File: config.mk
export PLATFORM = sky130hd
export DESIGN_NAME = output_port_scheduler
export DESIGN_NICKNAME = d
export VERILOG_FILES = /design/src/rtl/noc_pkg.sv /design/src/rtl/rr_arbiter5.sv /design/src/rtl/output_port_scheduler.sv
export SDC_FILE = /design/constraint.sdc
export NUM_CORES = 1
export LEC_CHECK = 0
export ABC_AREA = 1
export CAP_MARGIN = 20
export CORE_MARGIN = 5
export CORE_UTILIZATION = 44
export DETAILED_ROUTE_END_ITERATION = 12
export GPL_TIMING_DRIVEN = 0
export PLACE_DENSITY = 0.73
export SLEW_MARGIN = 30
export SYNTH_ARGS = -nofsm -noshare
export SYNTH_HDL_FRONTEND = slang
export SYNTH_HIERARCHICAL = 1
export SYNTH_SLANG_ARGS = --single-unit
File: constraint.sdc
create_clock -name clk -period 3.3 [get_ports clk]
set_input_delay 0.33 -clock clk [delete_from_list [all_inputs] [get_ports clk]]
set_output_delay 0.33 -clock clk [all_outputs]
set_load 0.005 [all_outputs]
File: src/rtl/noc_pkg.sv
// Shared NoC definitions: port count, port indices and scheduler state encoding.
package noc_pkg;

  localparam int NUM_PORTS = 5;

  localparam int E   = 0;
  localparam int W   = 1;
  localparam int N   = 2;
  localparam int S   = 3;
  localparam int INJ = 4;

  typedef enum logic {
    SCHED_IDLE   = 1'b0,
    SCHED_LOCKED = 1'b1
  } sched_state_e;

  function automatic logic [2:0] onehot_to_idx(input logic [NUM_PORTS-1:0] oh);
    logic [2:0] idx;
    idx = '0;
    for (int i = 0; i < NUM_PORTS; i++) begin
      if (oh[i]) idx = 3'(i);
    end
    return idx;
  endfunction

  function automatic logic [2:0] next_port(input logic [2:0] p);
    return (p == 3'(NUM_PORTS - 1)) ? 3'd0 : p + 3'd1;
  endfunction

endpackage

File: src/rtl/rr_arbiter5.sv
// Combinational round-robin pick over five requesters, starting the scan at rr_ptr_i.
// Zero latency; the pick is only a proposal, so there is no backpressure here.
module rr_arbiter5
  import noc_pkg::*;
(
  input  logic [NUM_PORTS-1:0] req_i,
  input  logic [2:0]           rr_ptr_i,
  output logic [NUM_PORTS-1:0] pick_o,
  output logic                 valid_o
);

  logic [3:0] pos;

  // Walk from the farthest candidate back to rr_ptr_i so the nearest set bit wins.
  always_comb begin
    pick_o = '0;
    pos    = '0;
    for (int k = NUM_PORTS - 1; k >= 0; k--) begin
      pos = {1'b0, rr_ptr_i} + 4'(k);
      if (pos >= 4'(NUM_PORTS)) pos = pos - 4'(NUM_PORTS);
      if (req_i[pos[2:0]]) begin
        pick_o             = '0;
        pick_o[pos[2:0]]   = 1'b1;
      end
    end
    valid_o = |req_i;
  end

endmodule

File: src/rtl/output_port_scheduler.sv
// Wormhole output-port scheduler: round-robin lock per packet, credit-gated flit send.
// Optional stall counter enabled by macro SCHED_STALL_CNT_EN; otherwise stall_cnt reads 0.
module output_port_scheduler
  import noc_pkg::*;
#(
  parameter int DEPTH   = 4,
  parameter int STALL_W = 16
) (
  input  logic               clk,
  input  logic               reset,
  input  logic [4:0]         req,
  input  logic [4:0]         tail,
  input  logic               credit_ret,
  output logic [4:0]         grant,
  output logic               flit_send,
  output logic               busy,
  output logic [2:0]         credits,
  output logic               credit_err,
  output logic [STALL_W-1:0] stall_cnt
);

  localparam logic [2:0] DEPTH_C = 3'(DEPTH);

  sched_state_e         state_q, state_d;
  logic [2:0]           owner_q, owner_d;
  logic [2:0]           rr_ptr_q, rr_ptr_d;
  logic [NUM_PORTS-1:0] grant_q, grant_d;
  logic [2:0]           credits_q, credits_d;
  logic                 credit_err_q, credit_err_d;

  logic [NUM_PORTS-1:0] arb_pick;
  logic                 arb_vld;

  rr_arbiter5 u_arb (
    .req_i    (req),
    .rr_ptr_i (rr_ptr_q),
    .pick_o   (arb_pick),
    .valid_o  (arb_vld)
  );

  // Send is suppressed in a reset cycle so an abandoned packet cannot leak a flit.
  assign flit_send = !reset && (state_q == SCHED_LOCKED) && req[owner_q] && (credits_q != 3'd0);

  always_comb begin
    state_d  = state_q;
    owner_d  = owner_q;
    rr_ptr_d = rr_ptr_q;
    grant_d  = grant_q;
    case (state_q)
      SCHED_IDLE: begin
        if (arb_vld) begin
          state_d = SCHED_LOCKED;
          owner_d = onehot_to_idx(arb_pick);
          grant_d = arb_pick;
        end
      end
      SCHED_LOCKED: begin
        if (flit_send && tail[owner_q]) begin
          state_d  = SCHED_IDLE;
          grant_d  = '0;
          rr_ptr_d = next_port(owner_q);
        end
      end
      default: state_d = SCHED_IDLE;
    endcase
  end

  // A lone return at full credit means downstream miscounted: drop it and flag.
  always_comb begin
    credits_d    = credits_q;
    credit_err_d = credit_err_q;
    if (flit_send && !credit_ret) begin
      credits_d = credits_q - 3'd1;
    end else if (credit_ret && !flit_send) begin
      if (credits_q == DEPTH_C) credit_err_d = 1'b1;
      else                      credits_d    = credits_q + 3'd1;
    end
  end

  always_ff @(posedge clk) begin
    if (reset) begin
      state_q      <= SCHED_IDLE;
      owner_q      <= '0;
      rr_ptr_q     <= '0;
      grant_q      <= '0;
      credits_q    <= DEPTH_C;
      credit_err_q <= 1'b0;
    end else begin
      state_q      <= state_d;
      owner_q      <= owner_d;
      rr_ptr_q     <= rr_ptr_d;
      grant_q      <= grant_d;
      credits_q    <= credits_d;
      credit_err_q <= credit_err_d;
    end
  end

  assign grant      = grant_q;
  assign busy       = (state_q == SCHED_LOCKED);
  assign credits    = credits_q;
  assign credit_err = credit_err_q;

`ifdef SCHED_STALL_CNT_EN
  logic [STALL_W-1:0] stall_cnt_q;

  always_ff @(posedge clk) begin
    if (reset) begin
      stall_cnt_q <= '0;
    end else if ((state_q == SCHED_LOCKED) && req[owner_q] && (credits_q == 3'd0)
                 && !(&stall_cnt_q)) begin
      stall_cnt_q <= stall_cnt_q + 1'b1;
    end
  end

  assign stall_cnt = stall_cnt_q;
`else
  assign stall_cnt = '0;
`endif

endmodule

==> reports/metrics.csv, run 1 <==
stage;metric;value;unit
status;outcome;completed;
timing;Max Slew Vio Count;0;
global_route;first-pass GRT wire length;8980;um
yosys;Yosys reg bits;16;
power;Power Dens Cells;793;nW/um2
min_path;hold path start;reset;
yosys;Unique masters post-synth;36;
global_route;initial antenna violation count;0;
timing;Sum Neg Setup Slack;0;ns
clock_network;Clock Latency Late Sink;0.26;ns
clock_network;Worst-path clk slew;0.06;ns
cells_and_area;Design Area, Final;2580;um2
cells_and_area;fin util;54.6;%
floorplan;initial core utilization;45.5;%
critical_path;arrival time at the worst endpoint;3.13;ns
cells_and_area;Filler Cells Inserted;471;
clock_network;CTS Buf Count;3;
yosys;mapped cell area;2150;um2
timing;RSZ-0062 raised after global routing;no;
timing;Period Utilization, post-route;90.6;%
drt;DR DRC count;0;
timing;final setup vio count;0;
placed_design;Routability Congestion;0.958;
drt;initial DRC count;139;
critical_path;Crit path required time;3.44;ns
min_path;Hold WC Path Type;primary input to flip-flop;
power;P_leak;1.34;nW
clock_network;worst-case clock buffer depth;2;
power;Final Power;2.05;mW
clock_network;TritonCTS clock tree;done;
floorplan;full die area;6380;um2
cells_and_area;ANT cells;0;
global_route;met3 Resource Use GR;1.58;%
critical_path;crit-path max FO;9;
run;max_cap viols;0;
cells_and_area;nets;429;
floorplan;Die Ht;79.9;um
global_route;grt ovf;0;
cells_and_area;Layout area overhead;20.1;%
global_route;M2 GR Usage;29.8;%
yosys;sequential area share after synthesis;14.9;%
floorplan;row cnt;25;
floorplan;Die X-Extent;79.9;um
drt;vias per inst;4.83;
power;Peak VDD IR;0.401;mV
placed_design;detailed placer's ending HPWL;4250;um
drt;Routed WL;5140;um
clock_network;Clock Sinks;16;
floorplan;core area;4720;um2
placed_design;cell count after placement;464;
global_route;met1 Usage GRT;21.2;%
drt;Avg WL per Cell;11.0;um
global_route;vias in the first global route;2173;
drt;final antenna-violating net count;0;
placed_design;Setup WS pre-CTS;0.196;ns
yosys;synth warn;6;
timing;Tmin final;2.99;ns
critical_path;reg2reg start;rr_ptr_q[0];
clock_network;H-tree depth;1;
clock_network;Root Driver;clkbuf_8;
cells_and_area;Reg area;323;um2
cells_and_area;area of the multi-input gates;1540;um2
global_route;GRT Max-Usage Layer;met2;
yosys;Mapped Cells;360;
floorplan;boundary pin count;40;
critical_path;Setup crit start kind;flip-flop;
critical_path;CP Launch Point;rr_ptr_q[0];
yosys;Synth Area per Inst;5.97;um2
timing;Fin. Hold Viols;0;
drt;DR vias;2261;
critical_path;critical path class;flip-flop to flip-flop;
timing;fmax;334;MHz
drt;TritonRoute pass-1 iters;5;
placed_design;Area after DPL;2510;um2
global_route;Total GRT Usage;16.9;%
cells_and_area;fin cells;468;
placed_design;# port buffers;22;
global_route;pin count of the biggest net entering global routing;11;
timing;clock skew;0.00546;ns
cells_and_area;layout cells sized above 1;16.2;%
critical_path;Worst setup EP type;flip-flop;
timing;fin worst setup slack;0.310;ns
timing;final hold slack;0.291;ns
==> path summary, 6_finish.rpt <==
kind / cells past startpoint / slack [ns] / to
max: 23 / 0.31 / owner_q[0]
min: 2 / 0.29 / grant[3]
max reg2reg: 23 / 0.31 / owner_q[0]
min reg2reg: 2 / 0.46 / credit_err
==> cell type report <==
| cell class | count | share of cell area [%] |
|---|---|---|
| Inverter | 50 | 7.86 |
| Buffer | 20 | 6.16 |
| Clock buffer | 4 | 2.13 |
| Sequential cell | 16 | 12.5 |
| Multi-Input combinational cell | 289 | 59.6 |
| Timing Repair Buffer | 22 | 8.54 |
| Tap cell | 67 | 3.25 |
==> timing repair <==
action / 4_1_cts / 5_1_grt
buffers inserted: 0 / 0
endpoints found under the setup margin: 0 / 4
hold buffers: 0 / 0
gates resized for setup: 0 / 8
==> sequential cells by signal (all words and copies together), names as in the netlist <==
name        flops
grant           5
rr_ptr_q        3
credits         3
busy            1
credit_err      1
owner_q         3
==> cells in the final DEF, fill, tap and decap left out, types with 8 or more instances in the layout <==
cell	n
a21oi_1	15
clkdlybuf4s50_1	22
buf_4	16
nand3_1	29
nand2_2	8
ha_1	12
nand4_1	11
dfxtp_1	14
inv_1	42
o21ai_0	13
nand2_1	108
conb_1	16
nor2_1	33
==> kinds of logic after synthesis <==
kind of cell / synth area share [%]
AND/OR/NAND/NOR: 42.6
buffers and inverters: 16.8
AO/OA/AOI/OAI: 14.6
flip-flops: 14.9
adder cells (fa/ha/maj): 8.85
XOR/XNOR: 1.98
other: 0.175
==> report_power, final <==
part	internal [mW]	switching (mW)
registers	0.254	0.0627
clock network	0.106	0.0692
logic	0.570	0.984
total	0.929	1.12
==> synth_stat cells (all sizes together) <==
cell      n  area [um2]
o211ai    1        7.51
nand3    31         165
o31ai     1        7.51
xnor2     1        8.76
fa        2        40.0
dfxtp    16         320
a21oi    19         125
xor2      3        33.8
clkinv    2        17.5
ha       12         150
nand4    11        68.8
nand2   119         484
o21ai    25         144
o22ai     1        6.26
buf      20         159
a31o      1        8.76
and2      1        6.26
conb      1        3.75
a21boi    2        15.0
inv      48         185
nor3      4        20.0
nor2     39         171
==> worst max-delay path: stages (launching register included) <==
cell	delay, ns
dfxtp_2	0.35
buf_6	0.16
inv_4	0.11
ha_1	0.15
inv_1	0.06
fa_1	0.43
nor2_2	0.17
nor2_2	0.08
nand2_1	0.14
nand2_2	0.12
nand2_1	0.08
nand2_1	0.05
nand2_1	0.05
nand2_1	0.05
nand2_1	0.14
nand2_2	0.11
nand3_1	0.11
nand2_1	0.06
nand2_1	0.06
nand2_1	0.07
inv_1	0.05
nor2_1	0.03
o211ai_1	0.15
a21oi_1	0.08
==> layer usage <==
metal,vias to the layer above,routed length (um)
li1,1202,-
met1,985,2350
met2,61,2420
met3,13,260
met4,0,99
met5,-,0
Note: power is estimated with default switching activity, not from simulation.
==> run 2: changes to the inputs <==
==> constraint.sdc (replaced) <==
create_clock -name clk -period 3.3 [get_ports clk]
set_input_delay 0.33 -clock clk [delete_from_list [all_inputs] [get_ports clk]]
set_output_delay 0.33 -clock clk [all_outputs]
set_load 0.05 [all_outputs]
==> results of run 2 <==
The final DEF is identical to that of run 1. Status: completed.
Main changes from that run: total power 2.05 mW -> 2.22 mW; worst IR drop on VDD 0.401 mV -> 0.450 mV
